[config.mk]
export PLATFORM = sky130hd
export DESIGN_NAME = if_prefetch_unit_flat
export DESIGN_NICKNAME = d
export VERILOG_FILES = /design/src/rtl/if_prefetch_unit_if.sv /design/src/rtl/if_prefetch_unit.sv /design/src/flat_wrapper.sv
export SDC_FILE = /design/constraint.sdc
export NUM_CORES = 1
export LEC_CHECK = 0
export ABC_AREA = 1
export BUFFER_PORTS_ARGS = -buffer_cell sky130_fd_sc_hd__buf_2
export CORE_MARGIN = 2
export CORE_UTILIZATION = 50
export CTS_CLUSTER_SIZE = 30
export DETAILED_ROUTE_END_ITERATION = 12
export GPL_TIMING_DRIVEN = 0
export PLACE_DENSITY = 0.74
export SLEW_MARGIN = 25
export SYNTH_ARGS = -nofsm -noshare
export SYNTH_HDL_FRONTEND = slang
export SYNTH_SLANG_ARGS = --single-unit
export TNS_END_PERCENT = 1
[constraint.sdc]
create_clock -name clk -period 5.4 [get_ports clk]
set_clock_uncertainty 0.05 [all_clocks]
set_input_delay 0.54 -clock clk [delete_from_list [all_inputs] [get_ports clk]]
set_output_delay 0.54 -clock clk [all_outputs]
set_load 0.01 [all_outputs]
[src/rtl/if_prefetch_unit_if.sv]
// Wishbone classic bus between the instruction prefetch unit (master) and the
// instruction memory or bus fabric (slave).
interface if_prefetch_unit_if #(
    parameter int ADDR_WIDTH = 32,
    parameter int DATA_WIDTH = 32
);
    logic                    wb_cyc_o;
    logic                    wb_stb_o;
    logic                    wb_ack_i;
    logic [ADDR_WIDTH-1:0]   wb_adr_o;
    logic [DATA_WIDTH-1:0]   wb_dat_o;
    logic [DATA_WIDTH-1:0]   wb_dat_i;
    logic [DATA_WIDTH/8-1:0] wb_sel_o;
    logic                    wb_we_o;

    modport master (
        output wb_cyc_o, wb_stb_o, wb_adr_o, wb_dat_o, wb_sel_o, wb_we_o,
        input  wb_ack_i, wb_dat_i
    );

    modport slave (
        input  wb_cyc_o, wb_stb_o, wb_adr_o, wb_dat_o, wb_sel_o, wb_we_o,
        output wb_ack_i, wb_dat_i
    );
endinterface

[src/rtl/if_prefetch_unit.sv]
// IF-stage prefetcher: Wishbone classic read master filling a {pc, instr} FIFO,
// flushed by branch redirects. Define IF_PREFETCH_PERF_EN for fetch/flush counters.
module if_prefetch_unit #(
    parameter int                    ADDR_WIDTH = 32,
    parameter int                    DATA_WIDTH = 32,
    parameter logic [ADDR_WIDTH-1:0] PC_ADDR    = 32'h8000_0000,
    parameter int                    FIFO_DEPTH = 4
) (
    input  logic                  clk,
    input  logic                  reset,
    input  logic                  redirect_i,
    input  logic [ADDR_WIDTH-1:0] redirect_pc_i,
    input  logic                  stall_i,
    output logic                  instr_valid_o,
    output logic [DATA_WIDTH-1:0] instr_o,
    output logic [ADDR_WIDTH-1:0] pc_o,
`ifdef IF_PREFETCH_PERF_EN
    output logic [31:0]           perf_fetch_cnt_o,
    output logic [31:0]           perf_flush_cnt_o,
`endif
    if_prefetch_unit_if.master    wb
);
    localparam int PTR_W = $clog2(FIFO_DEPTH);
    localparam int CNT_W = PTR_W + 1;
    localparam logic [CNT_W-1:0] DEPTH_CNT = CNT_W'(FIFO_DEPTH);

    localparam logic [1:0] ST_IDLE  = 2'd0;
    localparam logic [1:0] ST_REQ   = 2'd1;
    localparam logic [1:0] ST_DRAIN = 2'd2;

    logic [1:0]            state_reg, state_next;
    logic [ADDR_WIDTH-1:0] fetch_pc_reg, fetch_pc_next;
    logic [ADDR_WIDTH-1:0] adr_reg, adr_next;
    logic [PTR_W-1:0]      wr_ptr_reg, rd_ptr_reg;
    logic [CNT_W-1:0]      count_reg, count_next;
    logic [ADDR_WIDTH-1:0] pc_mem    [FIFO_DEPTH];
    logic [DATA_WIDTH-1:0] instr_mem [FIFO_DEPTH];
    logic                  empty, push, pop;
    logic                  redirect_lsb_unused;

    assign redirect_lsb_unused = ^redirect_pc_i[1:0];

    assign empty         = (count_reg == '0);
    assign instr_valid_o = !empty && !redirect_i;
    assign pop           = instr_valid_o && !stall_i;
    assign push          = (state_reg == ST_REQ) && wb.wb_ack_i && !redirect_i;
    assign count_next    = count_reg + CNT_W'(push) - CNT_W'(pop);

    assign instr_o = instr_mem[rd_ptr_reg];
    assign pc_o    = pc_mem[rd_ptr_reg];

    assign wb.wb_cyc_o = (state_reg != ST_IDLE);
    assign wb.wb_stb_o = (state_reg != ST_IDLE);
    assign wb.wb_adr_o = adr_reg;
    assign wb.wb_dat_o = '0;
    assign wb.wb_sel_o = '1;
    assign wb.wb_we_o  = 1'b0;

    always_comb begin
        state_next    = state_reg;
        fetch_pc_next = fetch_pc_reg;
        adr_next      = adr_reg;
        if (redirect_i) begin
            fetch_pc_next = {redirect_pc_i[ADDR_WIDTH-1:2], 2'b00};
            // An open bus cycle must still finish; an ack landing now ends it.
            case (state_reg)
                ST_REQ, ST_DRAIN: state_next = wb.wb_ack_i ? ST_IDLE : ST_DRAIN;
                default:          state_next = ST_IDLE;
            endcase
        end else begin
            case (state_reg)
                ST_IDLE: begin
                    if (count_reg < DEPTH_CNT) begin
                        state_next = ST_REQ;
                        adr_next   = fetch_pc_reg;
                    end
                end
                ST_REQ: begin
                    if (wb.wb_ack_i) begin
                        fetch_pc_next = fetch_pc_reg + ADDR_WIDTH'(4);
                        if (count_next < DEPTH_CNT) begin
                            adr_next = fetch_pc_reg + ADDR_WIDTH'(4);
                        end else begin
                            state_next = ST_IDLE;
                        end
                    end
                end
                ST_DRAIN: begin
                    if (wb.wb_ack_i) begin
                        state_next = ST_IDLE;
                    end
                end
                default: state_next = ST_IDLE;
            endcase
        end
    end

    always_ff @(posedge clk) begin
        if (reset) begin
            state_reg    <= ST_IDLE;
            fetch_pc_reg <= PC_ADDR;
            adr_reg      <= PC_ADDR;
            wr_ptr_reg   <= '0;
            rd_ptr_reg   <= '0;
            count_reg    <= '0;
        end else begin
            state_reg    <= state_next;
            fetch_pc_reg <= fetch_pc_next;
            adr_reg      <= adr_next;
            if (redirect_i) begin
                wr_ptr_reg <= '0;
                rd_ptr_reg <= '0;
                count_reg  <= '0;
            end else begin
                wr_ptr_reg <= wr_ptr_reg + PTR_W'(push);
                rd_ptr_reg <= rd_ptr_reg + PTR_W'(pop);
                count_reg  <= count_next;
            end
        end
    end

    // Storage needs no reset: entries are only visible once counted.
    always_ff @(posedge clk) begin
        if (push) begin
            pc_mem[wr_ptr_reg]    <= fetch_pc_reg;
            instr_mem[wr_ptr_reg] <= wb.wb_dat_i;
        end
    end

`ifdef IF_PREFETCH_PERF_EN
    logic [31:0] perf_fetch_reg, perf_flush_reg;

    always_ff @(posedge clk) begin
        if (reset) begin
            perf_fetch_reg <= '0;
            perf_flush_reg <= '0;
        end else begin
            perf_fetch_reg <= perf_fetch_reg + 32'(push);
            perf_flush_reg <= perf_flush_reg + 32'(redirect_i);
        end
    end

    assign perf_fetch_cnt_o = perf_fetch_reg;
    assign perf_flush_cnt_o = perf_flush_reg;
`endif
endmodule

[src/flat_wrapper.sv]
// flat-port wrapper written by rule: the top's interface ports become plain ports
module if_prefetch_unit_flat 
#(
    parameter int                    ADDR_WIDTH = 32,
    parameter int                    DATA_WIDTH = 32,
    parameter logic [ADDR_WIDTH-1:0] PC_ADDR    = 32'h8000_0000,
    parameter int                    FIFO_DEPTH = 4
)
  (clk, reset, redirect_i, redirect_pc_i, stall_i, instr_valid_o, instr_o, pc_o, wb_wb_cyc_o, wb_wb_stb_o, wb_wb_adr_o, wb_wb_dat_o, wb_wb_sel_o, wb_wb_we_o, wb_wb_ack_i, wb_wb_dat_i);
  if_prefetch_unit_if #(.ADDR_WIDTH(ADDR_WIDTH), .DATA_WIDTH(DATA_WIDTH)) wb_i ();
  input  logic clk;
  input  logic reset;
  input  logic redirect_i;
  input  logic [ADDR_WIDTH-1:0] redirect_pc_i;
  input  logic stall_i;
  output logic instr_valid_o;
  output logic [DATA_WIDTH-1:0] instr_o;
  output logic [ADDR_WIDTH-1:0] pc_o;
  output wire logic [$bits(wb_i.wb_cyc_o)-1:0] wb_wb_cyc_o;
  output wire logic [$bits(wb_i.wb_stb_o)-1:0] wb_wb_stb_o;
  output wire logic [$bits(wb_i.wb_adr_o)-1:0] wb_wb_adr_o;
  output wire logic [$bits(wb_i.wb_dat_o)-1:0] wb_wb_dat_o;
  output wire logic [$bits(wb_i.wb_sel_o)-1:0] wb_wb_sel_o;
  output wire logic [$bits(wb_i.wb_we_o)-1:0] wb_wb_we_o;
  input wire logic [$bits(wb_i.wb_ack_i)-1:0] wb_wb_ack_i;
  input wire logic [$bits(wb_i.wb_dat_i)-1:0] wb_wb_dat_i;
  assign wb_wb_cyc_o = wb_i.wb_cyc_o;
  assign wb_wb_stb_o = wb_i.wb_stb_o;
  assign wb_wb_adr_o = wb_i.wb_adr_o;
  assign wb_wb_dat_o = wb_i.wb_dat_o;
  assign wb_wb_sel_o = wb_i.wb_sel_o;
  assign wb_wb_we_o = wb_i.wb_we_o;
  assign wb_i.wb_ack_i = wb_wb_ack_i;
  assign wb_i.wb_dat_i = wb_wb_dat_i;
  if_prefetch_unit #(.ADDR_WIDTH(ADDR_WIDTH), .DATA_WIDTH(DATA_WIDTH), .PC_ADDR(PC_ADDR), .FIFO_DEPTH(FIFO_DEPTH)) u_core (.clk(clk), .reset(reset), .redirect_i(redirect_i), .redirect_pc_i(redirect_pc_i), .stall_i(stall_i), .instr_valid_o(instr_valid_o), .instr_o(instr_o), .pc_o(pc_o), .wb(wb_i));
endmodule
==> metrics.md <==
| Metric | Value |
|---|---|
| Fmax | `0.282 GHz` |
| TritonCTS Buffers | `31` |
| Vias | `10423` |
| Slowest-stage cell, CP | `clkbuf_1` |
| Sequential Area | `8830 sq um` |
| Largest register FFs | `128` |
| Vias in the first global route | `9771` |
| Initial DRC count | `1000` |
| Crit path time final | `3.55 ns` |
| Drt drc | `0` |
| Dpl ws | `1.99 ns` |
| Synth cell types | `31` |
| Maximum vdd drop | `0.232 mV` |
| Cell area after synthesis | `13600 sq um` |
| Clock Tree Buf Depth | `3` |
| Vias/cell | `5.24` |
| Post-CTS Resized | `0` |
| Reg with most FFs | `u_core.instr_mem` |
| Crit end category | `output port` |
| Worst hold path class | `in2reg` |
| RSZ-0062 raised after global routing | `false` |
| Share of cells above drive strength 1 | `0.178` |
| Crit path launch type | `flip-flop` |
| Final hold vios | `0` |
| CP Cell Sequence | `clkbuf_1 -> clkbuf_1 -> clkbuf_1 -> nor2_1 -> o22ai_1 -> buf_2` |
| CTS Hold Bufs | `0` |
| Crit-path max cell delay | `0.49 ns` |
| First-pass detailed-route iteration total | `7` |
| Yosys top cell by area | `edfxtp_1` |
| Synth async-reset ratio | `0` |
| Detailed placer's ending HPWL | `24400 microns` |
| Largest regs | `u_core.instr_mem x128, u_core.pc_mem x120` |
| Seq/Total Area, Yosys | `0.649` |
| CTS root buf | `clkbuf_16` |
| Core ar. | `26800 sq um` |
| H-tree levels | `1` |
| Final worst slack | `1.85 ns` |
| Cell mode on critical path | `clkbuf_1` |
| Leak | `6.37 nW` |
| Avg Cell Area, Syn | `9.98 sq um` |
| Main synth FF type | `edfxtp_1` |
| Final period util | `0.657` |
| CP arrival | `2.96 ns` |
| Clock transition at path regs | `0.06 ns` |
| DRT antenna net count | `0` |
| Final Wtd Congestion | `0.935` |
| Fin util | `0.605` |
| CP delay by family, top | `buffers and inverters` |
| Commonest non-fill, non-tap cell in the layout | `nand2_1` |
| Multi-input gate area | `3980 sq um` |
| # clock sinks | `317` |
| Status | `finished clean` |
| Initial Utilization | `0.508` |
| Flops & latches, synth | `317` |
| GRT overflow | `0` |
| First-pass GRT wire length | `52200 microns` |
| Io pins | `205` |
| GRT Overall Usage | `0.234` |
| Max Cap Viol | `0` |
| Row count | `60` |
| Yosys top cell area share | `0.547` |
| Finished Cell Area | `16200 sq um` |
| Final net count | `1705` |
| Final Max Slew Viols | `0` |
| Power consumption | `0.00511 W` |
| Worst skew pair latency | `0.58 ns` |
| Pin count of the biggest net entering global routing | `17` |
| Setup TNS | `0 ns` |
| Die span in y | `169 microns` |
| Final wirelength | `34100 microns` |
| Placed cell area | `15300 sq um` |
| Avg WL per Cell | `17.1 microns` |
| Least-Margin Pin Slew | `0.812 ns` |
| EDFF count, synth | `248` |
| Die ar. | `28500 sq um` |
| CTS tree | `yes` |
| Die X-Extent | `169 microns` |
| CP Class | `reg2out` |
| Crit path max fanout | `10` |
| Yosys warning count | `0` |
| Count of input and output buffers | `159` |
| Req. time, crit path | `4.81 ns` |
| Rel. slew slack | `0.456` |
| Area Overhead vs Synth | `19.1%` |
| Setup Buffers After CTS | `0` |
| Final setup viols | `0` |
| Fill cell count | `2277` |
| Worst Path Buf+Inv | `4` |
| Initial antenna violation count | `0` |
| Most frequent cells in the layout | `nand2_1 (263), edfxtp_1 (248), nor2_1 (235)` |
| Pwr dens | `316 nW/um^2` |
| Area contributors post-synth | `edfxtp_1 (55%), dfxtp_1 (10%), nand2_1 (7.3%), nor2_1 (6.5%), o21ai_0 (5.7%)` |
| Mapped Cells | `1363` |
## routing by layer
layer | share of wire | vias up | global-route usage
li1 | - | 5079 | -
met4 | 0.029 | 0 | 0.0675
met1 | 0.41 | 4824 | 0.316
met3 | 0.082 | 64 | 0.0344
met5 | 0 | - | 0
met2 | 0.48 | 456 | 0.396
## per-stage QoR
step / hold slack, ns / std cells
floorplan: 0.403 / 1402
global placement: 0.421 / 1902
detailed placement: 0.425 / 1935
CTS: 0.106 / 1989
global route: 0.115 / 1989
finish: 0.130 / 1991
## path summary, 6_finish.rpt
check | start | depth (start not counted) | endpoint | slack, ns
min reg2reg | u_core.state_reg[1]$_SDFFE_PP0P_ | 2 | u_core.state_reg[1]$_SDFFE_PP0P_ | 0.43
min | wb_wb_dat_i[8] | 1 | u_core.instr_mem[3][8]$_DFFE_PP_ | 0.13
max reg2reg | u_core.state_reg[1]$_SDFFE_PP0P_ | 17 | u_core.wb.wb_adr_o[21]$_SDFFE_PP0P_ | 1.94
max | u_core.rd_ptr_reg[0]$_SDFF_PP0_ | 6 | pc_o[15] | 1.85
## final cells by class
cell class | instances | area share
Multi-Input combinational cell | 879 | 0.246
Clock buffer | 41 | 0.0502
Tap cell | 341 | 0.0263
Inverter | 96 | 0.0222
Sequential cell | 317 | 0.545
Antenna cell | 2 | 0.000309
Timing Repair Buffer | 192 | 0.0653
Clock inverter | 13 | 0.00795
Buffer | 110 | 0.0369
## worst register-to-register path: cells and delay by family, from the launching register on
kind	cells	cell delay [ns]
and+or+nand+nor	7	1.03
adders and majority gates	3	0.65
buffers and inverters	6	1.21
DFF	1	0.32
AOI/OAI and AO/OA	1	0.08
## power breakdown
group          internal (W)  total (W)  switching, W
Clock               0.00115    0.00203      0.000878
Combinational      0.000136   0.000358      0.000222
Sequential          0.00268    0.00273     0.0000498
## synthesized netlist by cell type (4+ instances only)
cell type	n
a21oi_1	38
nor2_1	235
nand2_1	263
ha_1	8
buf_2	7
nor3_1	5
clkbuf_1	58
o21ai_0	155
inv_1	94
buf_4	43
nand3_1	37
dfxtp_1	69
edfxtp_1	248
xnor2_1	5
a31oi_1	13
xor2_1	4
o22ai_1	62
## cell families after synthesis
logic type | after synthesis | share of synthesized area
and+or+nand+nor | 547 | 0.156
DFF | 317 | 0.649
AOI/OAI and AO/OA | 273 | 0.109
buffers and inverters | 206 | 0.0705
xor gates and xnor gates | 9 | 0.00579
adders and majority gates | 9 | 0.00883
other | 2 | 0.000552
No activity file was read; power rests on OpenSTA's default activity.
